**src/rtl/uart_pkg.sv**
```systemverilog
// uart_pkg: shared UART definitions.
//   tx_state_t      - transmit FSM states
//   TICKS_PER_BIT   - 16x oversampling: baud enables per serial bit
//   TICK_LAST       - tick counter value on which a bit ends
//   LINE_IDLE / RDY_RST / DATA_RST - reset values shared with the receiver
//   parity_bit()    - final parity bit from the data XOR accumulator
package uart_pkg;

  typedef enum logic [2:0] {
    IDLE   = 3'd0,
    LOAD   = 3'd1,
    START  = 3'd2,
    DATA   = 3'd3,
    PARITY = 3'd4,
    STOP   = 3'd5
  } tx_state_t;

  localparam int         TICKS_PER_BIT = 16;
  localparam logic [3:0] TICK_LAST     = 4'(TICKS_PER_BIT - 1);

  localparam logic       LINE_IDLE = 1'b1;
  localparam logic       RDY_RST   = 1'b1;
  localparam logic [7:0] DATA_RST  = 8'h00;

  // Odd parity inverts the even (plain XOR) result.
  function automatic logic parity_bit(input logic acc_s, input logic odd_n_even_s);
    return acc_s ^ odd_n_even_s;
  endfunction

endpackage

```
**src/rtl/coreuart_tx_async_if.sv**
```systemverilog
// coreuart_tx_async_if: bundle between the register file / TX FIFO and the
// transmit engine.
//   master: drives baud enable, frame config, write strobe/data, FIFO empty;
//           observes FIFO pop, TXRDY, TX_BUSY and the TX line.
//   slave : the transmit engine.
interface coreuart_tx_async_if;

  logic       BAUD_CLOCK;
  logic       BIT8;
  logic       PARITY_EN;
  logic       ODD_N_EVEN;
  logic       WEN;
  logic [7:0] TX_DATA;
  logic       FIFO_EMPTY;
  logic       READ_TX_FIFO;
  logic       TXRDY;
  logic       TX_BUSY;
  logic       TX;

  modport master (
    output BAUD_CLOCK, BIT8, PARITY_EN, ODD_N_EVEN, WEN, TX_DATA, FIFO_EMPTY,
    input  READ_TX_FIFO, TXRDY, TX_BUSY, TX
  );

  modport slave (
    input  BAUD_CLOCK, BIT8, PARITY_EN, ODD_N_EVEN, WEN, TX_DATA, FIFO_EMPTY,
    output READ_TX_FIFO, TXRDY, TX_BUSY, TX
  );

endinterface

```
**src/rtl/coreuart_tx_async.sv**
```systemverilog
// coreuart_tx_async: UART serial transmitter.
//   Frames a byte LSB-first: start bit, 7/8 data bits, optional parity, one
//   stop bit, each bit lasting 16 BAUD_CLOCK enables.
//   TX_FIFO=0: byte comes from an internal holding register loaded by WEN.
//   TX_FIFO=1: byte is popped from an external FIFO (READ_TX_FIFO strobe,
//              data captured one CLK later in LOAD).
// Ports:
//   CLK   - system clock
//   RESET - asynchronous active-high reset
//   bus   - slave side of coreuart_tx_async_if (all outputs registered)
module coreuart_tx_async
  import uart_pkg::*;
#(
  parameter logic TX_FIFO = 1'b0
) (
  input  logic                 CLK,
  input  logic                 RESET,
  coreuart_tx_async_if.slave   bus
);

  tx_state_t  state_r;
  logic [3:0] tick_r;
  logic [2:0] bitcnt_r;
  logic [7:0] shift_r;
  logic [7:0] hold_r;
  logic       txrdy_r;
  logic       parity_r;
  logic       bit8_r;
  logic       par_en_r;
  logic       odd_r;
  logic       tx_r;
  logic       busy_r;
  logic       read_r;

  logic       pending_s;
  logic       wrap_s;
  logic [2:0] last_bit_s;

  // A byte is waiting: holding register full, or FIFO not empty.
  assign pending_s  = (TX_FIFO == 1'b0) ? ~txrdy_r : ~bus.FIFO_EMPTY;
  // Final tick of the current bit.
  assign wrap_s     = bus.BAUD_CLOCK & (tick_r == TICK_LAST);
  // Index of the last data bit for the frame being sent.
  assign last_bit_s = bit8_r ? 3'd7 : 3'd6;

  assign bus.TX           = tx_r;
  assign bus.TXRDY        = txrdy_r;
  assign bus.TX_BUSY      = busy_r;
  assign bus.READ_TX_FIFO = read_r;

  // Holding register, transmit FSM, bit timing and registered outputs.
  always_ff @(posedge CLK or posedge RESET) begin
    if (RESET) begin
      state_r  <= IDLE;
      tick_r   <= 4'd0;
      bitcnt_r <= 3'd0;
      shift_r  <= DATA_RST;
      hold_r   <= DATA_RST;
      txrdy_r  <= RDY_RST;
      parity_r <= 1'b0;
      bit8_r   <= 1'b0;
      par_en_r <= 1'b0;
      odd_r    <= 1'b0;
      tx_r     <= LINE_IDLE;
      busy_r   <= 1'b0;
      read_r   <= 1'b0;
    end else begin
      read_r <= 1'b0;

      // A write while the register is full is dropped. The write and the
      // IDLE transfer below are mutually exclusive (TXRDY 1 vs 0).
      if ((TX_FIFO == 1'b0) && bus.WEN && txrdy_r) begin
        hold_r  <= bus.TX_DATA;
        txrdy_r <= 1'b0;
      end

      case (state_r)
        IDLE: begin
          tick_r   <= 4'd0;
          bitcnt_r <= 3'd0;
          parity_r <= 1'b0;
          tx_r     <= LINE_IDLE;
          if (bus.BAUD_CLOCK && pending_s) begin
            // Frame format is frozen here for the whole frame.
            bit8_r   <= bus.BIT8;
            par_en_r <= bus.PARITY_EN;
            odd_r    <= bus.ODD_N_EVEN;
            busy_r   <= 1'b1;
            if (TX_FIFO == 1'b0) begin
              shift_r <= hold_r;
              txrdy_r <= 1'b1;
              tx_r    <= 1'b0;
              state_r <= START;
            end else begin
              read_r  <= 1'b1;
              state_r <= LOAD;
            end
          end
        end
        LOAD: begin
          shift_r <= bus.TX_DATA;
          tx_r    <= 1'b0;
          state_r <= START;
        end
        START: begin
          if (bus.BAUD_CLOCK) begin
            tick_r <= tick_r + 4'd1;
          end
          if (wrap_s) begin
            tx_r    <= shift_r[0];
            state_r <= DATA;
          end
        end
        DATA: begin
          if (bus.BAUD_CLOCK) begin
            tick_r <= tick_r + 4'd1;
          end
          if (wrap_s) begin
            parity_r <= parity_r ^ shift_r[0];
            shift_r  <= {1'b0, shift_r[7:1]};
            bitcnt_r <= bitcnt_r + 3'd1;
            if (bitcnt_r == last_bit_s) begin
              if (par_en_r) begin
                // Include the bit just finished in the parity output.
                tx_r    <= parity_bit(parity_r ^ shift_r[0], odd_r);
                state_r <= PARITY;
              end else begin
                tx_r    <= 1'b1;
                state_r <= STOP;
              end
            end else begin
              tx_r <= shift_r[1];
            end
          end
        end
        PARITY: begin
          if (bus.BAUD_CLOCK) begin
            tick_r <= tick_r + 4'd1;
          end
          if (wrap_s) begin
            tx_r    <= 1'b1;
            state_r <= STOP;
          end
        end
        STOP: begin
          if (bus.BAUD_CLOCK) begin
            tick_r <= tick_r + 4'd1;
          end
          if (wrap_s) begin
            tx_r    <= LINE_IDLE;
            busy_r  <= 1'b0;
            state_r <= IDLE;
          end
        end
        default: begin
          tx_r    <= LINE_IDLE;
          busy_r  <= 1'b0;
          state_r <= IDLE;
        end
      endcase
    end
  end

endmodule

```
**src/flat_wrapper.sv**
```systemverilog
// flat-port wrapper written by rule: the top's interface ports become plain ports
module coreuart_tx_async_flat import uart_pkg::*;
#(
  parameter logic TX_FIFO = 1'b0
)
  (CLK, RESET, bus_BAUD_CLOCK, bus_BIT8, bus_PARITY_EN, bus_ODD_N_EVEN, bus_WEN, bus_TX_DATA, bus_FIFO_EMPTY, bus_READ_TX_FIFO, bus_TXRDY, bus_TX_BUSY, bus_TX);
  coreuart_tx_async_if bus_i ();
  input  logic CLK;
  input  logic RESET;
  input wire logic [$bits(bus_i.BAUD_CLOCK)-1:0] bus_BAUD_CLOCK;
  input wire logic [$bits(bus_i.BIT8)-1:0] bus_BIT8;
  input wire logic [$bits(bus_i.PARITY_EN)-1:0] bus_PARITY_EN;
  input wire logic [$bits(bus_i.ODD_N_EVEN)-1:0] bus_ODD_N_EVEN;
  input wire logic [$bits(bus_i.WEN)-1:0] bus_WEN;
  input wire logic [$bits(bus_i.TX_DATA)-1:0] bus_TX_DATA;
  input wire logic [$bits(bus_i.FIFO_EMPTY)-1:0] bus_FIFO_EMPTY;
  output wire logic [$bits(bus_i.READ_TX_FIFO)-1:0] bus_READ_TX_FIFO;
  output wire logic [$bits(bus_i.TXRDY)-1:0] bus_TXRDY;
  output wire logic [$bits(bus_i.TX_BUSY)-1:0] bus_TX_BUSY;
  output wire logic [$bits(bus_i.TX)-1:0] bus_TX;
  assign bus_i.BAUD_CLOCK = bus_BAUD_CLOCK;
  assign bus_i.BIT8 = bus_BIT8;
  assign bus_i.PARITY_EN = bus_PARITY_EN;
  assign bus_i.ODD_N_EVEN = bus_ODD_N_EVEN;
  assign bus_i.WEN = bus_WEN;
  assign bus_i.TX_DATA = bus_TX_DATA;
  assign bus_i.FIFO_EMPTY = bus_FIFO_EMPTY;
  assign bus_READ_TX_FIFO = bus_i.READ_TX_FIFO;
  assign bus_TXRDY = bus_i.TXRDY;
  assign bus_TX_BUSY = bus_i.TX_BUSY;
  assign bus_TX = bus_i.TX;
  coreuart_tx_async #(.TX_FIFO(TX_FIFO)) u_core (.CLK(CLK), .RESET(RESET), .bus(bus_i));
endmodule
```
**config.mk**
```make
export PLATFORM = sky130hd
export DESIGN_NAME = coreuart_tx_async_flat
export DESIGN_NICKNAME = d
export VERILOG_FILES = /design/src/rtl/uart_pkg.sv /design/src/rtl/coreuart_tx_async_if.sv /design/src/rtl/coreuart_tx_async.sv /design/src/flat_wrapper.sv
export SDC_FILE = /design/constraint.sdc
export NUM_CORES = 1
export LEC_CHECK = 0
export ABC_CLOCK_PERIOD_IN_PS = 2250
export CORE_MARGIN = 2
export CORE_UTILIZATION = 56
export CTS_CLUSTER_DIAMETER = 50
export DETAILED_ROUTE_END_ITERATION = 8
export GPL_ROUTABILITY_DRIVEN = 1
export PLACE_DENSITY = 0.85
export SLEW_MARGIN = 25
export SYNTH_ARGS = -nofsm -noshare
export SYNTH_HDL_FRONTEND = slang
export SYNTH_SLANG_ARGS = --single-unit
```
**constraint.sdc**
```tcl
create_clock -name CLK -period 2.25 [get_ports CLK]
set_input_delay 0.45 -clock CLK [delete_from_list [all_inputs] [get_ports CLK]]
set_output_delay 0.45 -clock CLK [all_outputs]
set_load 0.05 [all_outputs]
```
==> metrics.cfg <==
[timing]
setup_ws_ns=0.07403
max_slew_margin_pct=59.12
worst_pin_slew_ns=0.6132
min_period_ns=2.176
hold_viol=0
max_freq_mhz=459.6
maxSlewViolCount=0
skew_ns=0.007639
setup_violations=0
rsz0062_at_grt=false
tns_ns=0
finalCritPeriodShare_pct=96.71

[floorplan]
die_h_um=61.87
chipWidth_um=61.87
initial_core_util_pct=57.10
coreArea_mm2=0.003284
num_rows=21
ioPinCount=20
die-area_mm2=0.003828

[placed_design]
dp.final_hpwl_um=2614
io_buffers=17
gp_congestion=0.9140
dpl.cell_count=245
dp_slack_ns=0.2024

[layout]
layout-drive-gt1-share_pct=15.46
antenna_cells=0
nets=227
final_cells=253
area_growth_syn_to_layout_pct=15.28
fin_util_pct=65.83
nFillCells=255

[routing]
drc_errors=0
drtIter0Drc=49
vias=1445
first_pass_iters=4
via_per_inst=5.711
routed_wl_um=3615
drtAntennaViolNets=0
post_drt_wl_per_cell_um=14.29

[critical_path]
crit_type=register to primary output
critical_path.slowest_cell=clkdlybuf4s50_1
cp-start-kind=register
worst-path-buf-inv=1
arrival_ns=1.73
critPathTopFamily=buffers and inverters
required_ns=1.80
crit_path_end_kind=primary output
cp_slowest_stage_delay_ns=0.81
cp_max_fo=5
path_cells=clkdlybuf4s50_1

[clock_tree]
cts_buffers=5
cts-root-buf=clkbuf_4
clk-insertion-delay-late_ns=0.33
cts_hold_buf=0
cts_resized=0
clock_path_buffers=2
cts_tree=yes
clock-sinks=33
htree_levels=2
post-cts-setup-buffer-count=0
path_clk_slew_ns=0.10

[grt]
grt_pass1_wl_um=5961
gr-max-usage-layer=met2
grt_util_met2_pct=35.64
first_global_vias=1366
grt_use_total_pct=21.34
use_met1_pct=25.73
grt-ovfl-total=0
grt_max_degree=34
grt_use_met3_pct=5.797
antenna_found_initial=0

[yosys]
syn-num-nets=207
yosysUniqueCellTypes=39
synth_top_area_share_pct=41.36
synth_area_leader_cell=dfrtp_1
synth_seq_cells=33
syn_avg_cell_area_um2=10.08
yosysWarningCount=0
synth.area.top_cells=dfrtp_1, mux2i_1, mux2_2
seq_area_frac_synth_pct=44.16
synth_area_mm2=0.001876
netlist_instances=186

[hold_path]
hold_path_class=input pin to async pin

[pwr]
total_power_mw=1.617
power.density_mw_per_mm2=747.9
max-vdd-ir-drop_v=0.0005352
leakage_nw=1.033

[run_status]
status=completed

[run]
cap_violations=0

[logic make-up (layout without fill, tap and decap cells)]
kind of cell    Yosys count  count (layout)  share of synthesized area [%]
simple gates             49              49                          13.81
compound gates           44              44                          14.74
flops                    33              33                          44.16
mux                      29              29                          16.48
buf+inv                  23              44                          5.604
fa+ha+maj                 5               5                          3.336
xor+xnor                  2               2                          1.668
other cells               1               1                         0.1999
[Yosys cell counts, drive strengths merged]
cell type	count
a21o	1
a21oi	12
a22o	4
a22oi	1
a2bb2oi	1
a31oi	2
a32o	2
and2	1
and2b	1
and4	1
buf	7
clkbuf	3
conb	1
dfrtp	31
dfstp	2
ha	5
inv	13
mux2	12
mux2i	17
nand2	9
nand2b	2
nand3	10
nand4	5
nor2	11
nor2b	5
nor3	1
nor3b	2
o211ai	1
o21ai	18
o21bai	1
o32ai	1
or2	1
xnor2	1
xnor3	1
[metrics by stage]
step                      hold slack, ns  instance area (µm²)
after floorplan                   0.4641                 1876
after global placement            0.4868                 2092
after detailed placement          0.4953                 2092
after CTS                         0.5099                 2162
after global routing              0.5294                 2162
final                             0.5050                 2162
[worst reg2reg max path: cells and delay by family (launching register included)]
family | cells | cell delay [ns]
flip-flops | 1 | 0.61
AO/OA/AOI/OAI | 1 | 0.22
buffers and inverters | 2 | 0.35
adder cells (fa/ha/maj) | 1 | 0.45
multiplexers | 1 | 0.14
[registers in the layout, summed over array words and instances, names as in the netlist]
name                count
u_core.bit8_r           1
u_core.bitcnt_r         3
u_core.bus.TX           1
u_core.bus.TXRDY        1
u_core.bus.TX_BUSY      1
u_core.hold_r           8
u_core.odd_r            1
u_core.par_en_r         1
u_core.parity_r         1
u_core.shift_r          8
u_core.state_r          3
u_core.tick_r           4
[layout by cell type (no fill, tap or decap), types with 6 or more instances in the layout]
cell type | Yosys | layout
a21oi_1 | 11 | 11
buf_4 | 4 | 6
clkdlybuf4s50_1 | 0 | 17
dfrtp_1 | 31 | 31
inv_1 | 13 | 13
mux2_2 | 11 | 11
mux2i_1 | 17 | 17
nand2_1 | 8 | 8
nand3_1 | 10 | 10
nor2_1 | 11 | 11
o21ai_0 | 17 | 17
[power by group]
group	internal (mW)	switching, mW	leakage (nW)
registers	0.694	0.122	0.388
logic	0.206	0.213	0.603
clock network	0.181	0.200	0.0413
total	1.08	0.535	1.03
[final timing paths]
check / start / to / slack (ns) / cells past startpoint
max: u_core.bus.TXRDY$_DFF_PP1_ / bus_TXRDY / 0.07 / 1
min: RESET / u_core.shift_r[1]$_DFFE_PP0P_ / 0.51 / 3
max reg2reg: u_core.state_r[1]$_DFFE_PP0P_ / u_core.tick_r[1]$_DFFE_PP0P_ / 0.37 / 5
min reg2reg: u_core.hold_r[5]$_DFFE_PP0P_ / u_core.hold_r[5]$_DFFE_PP0P_ / 0.51 / 1
max in group asynchronous: RESET / u_core.bus.TXRDY$_DFF_PP1_ / 1.42 / 3
min in group CLK: u_core.hold_r[5]$_DFFE_PP0P_ / u_core.hold_r[5]$_DFFE_PP0P_ / 0.51 / 1
[per-layer routing]
layer,up-vias,part of all wire (%)
li1,697,-
met5,-,0
met2,47,51
met4,0,2.2
met3,9,4.6
met1,692,42
[layout make-up]
class / instances / area [µm²] / area share (%)
Clock buffer: 7 / 65.06 / 3.009
Clock inverter: 1 / 5.005 / 0.2315
Inverter: 13 / 48.80 / 2.257
Multi-Input combinational cell: 130 / 942.2 / 43.58
Sequential cell: 33 / 828.3 / 38.31
Tap cell: 46 / 57.56 / 2.662
Timing Repair Buffer: 23 / 215.2 / 9.954
(Power assumes the default switching activity.)
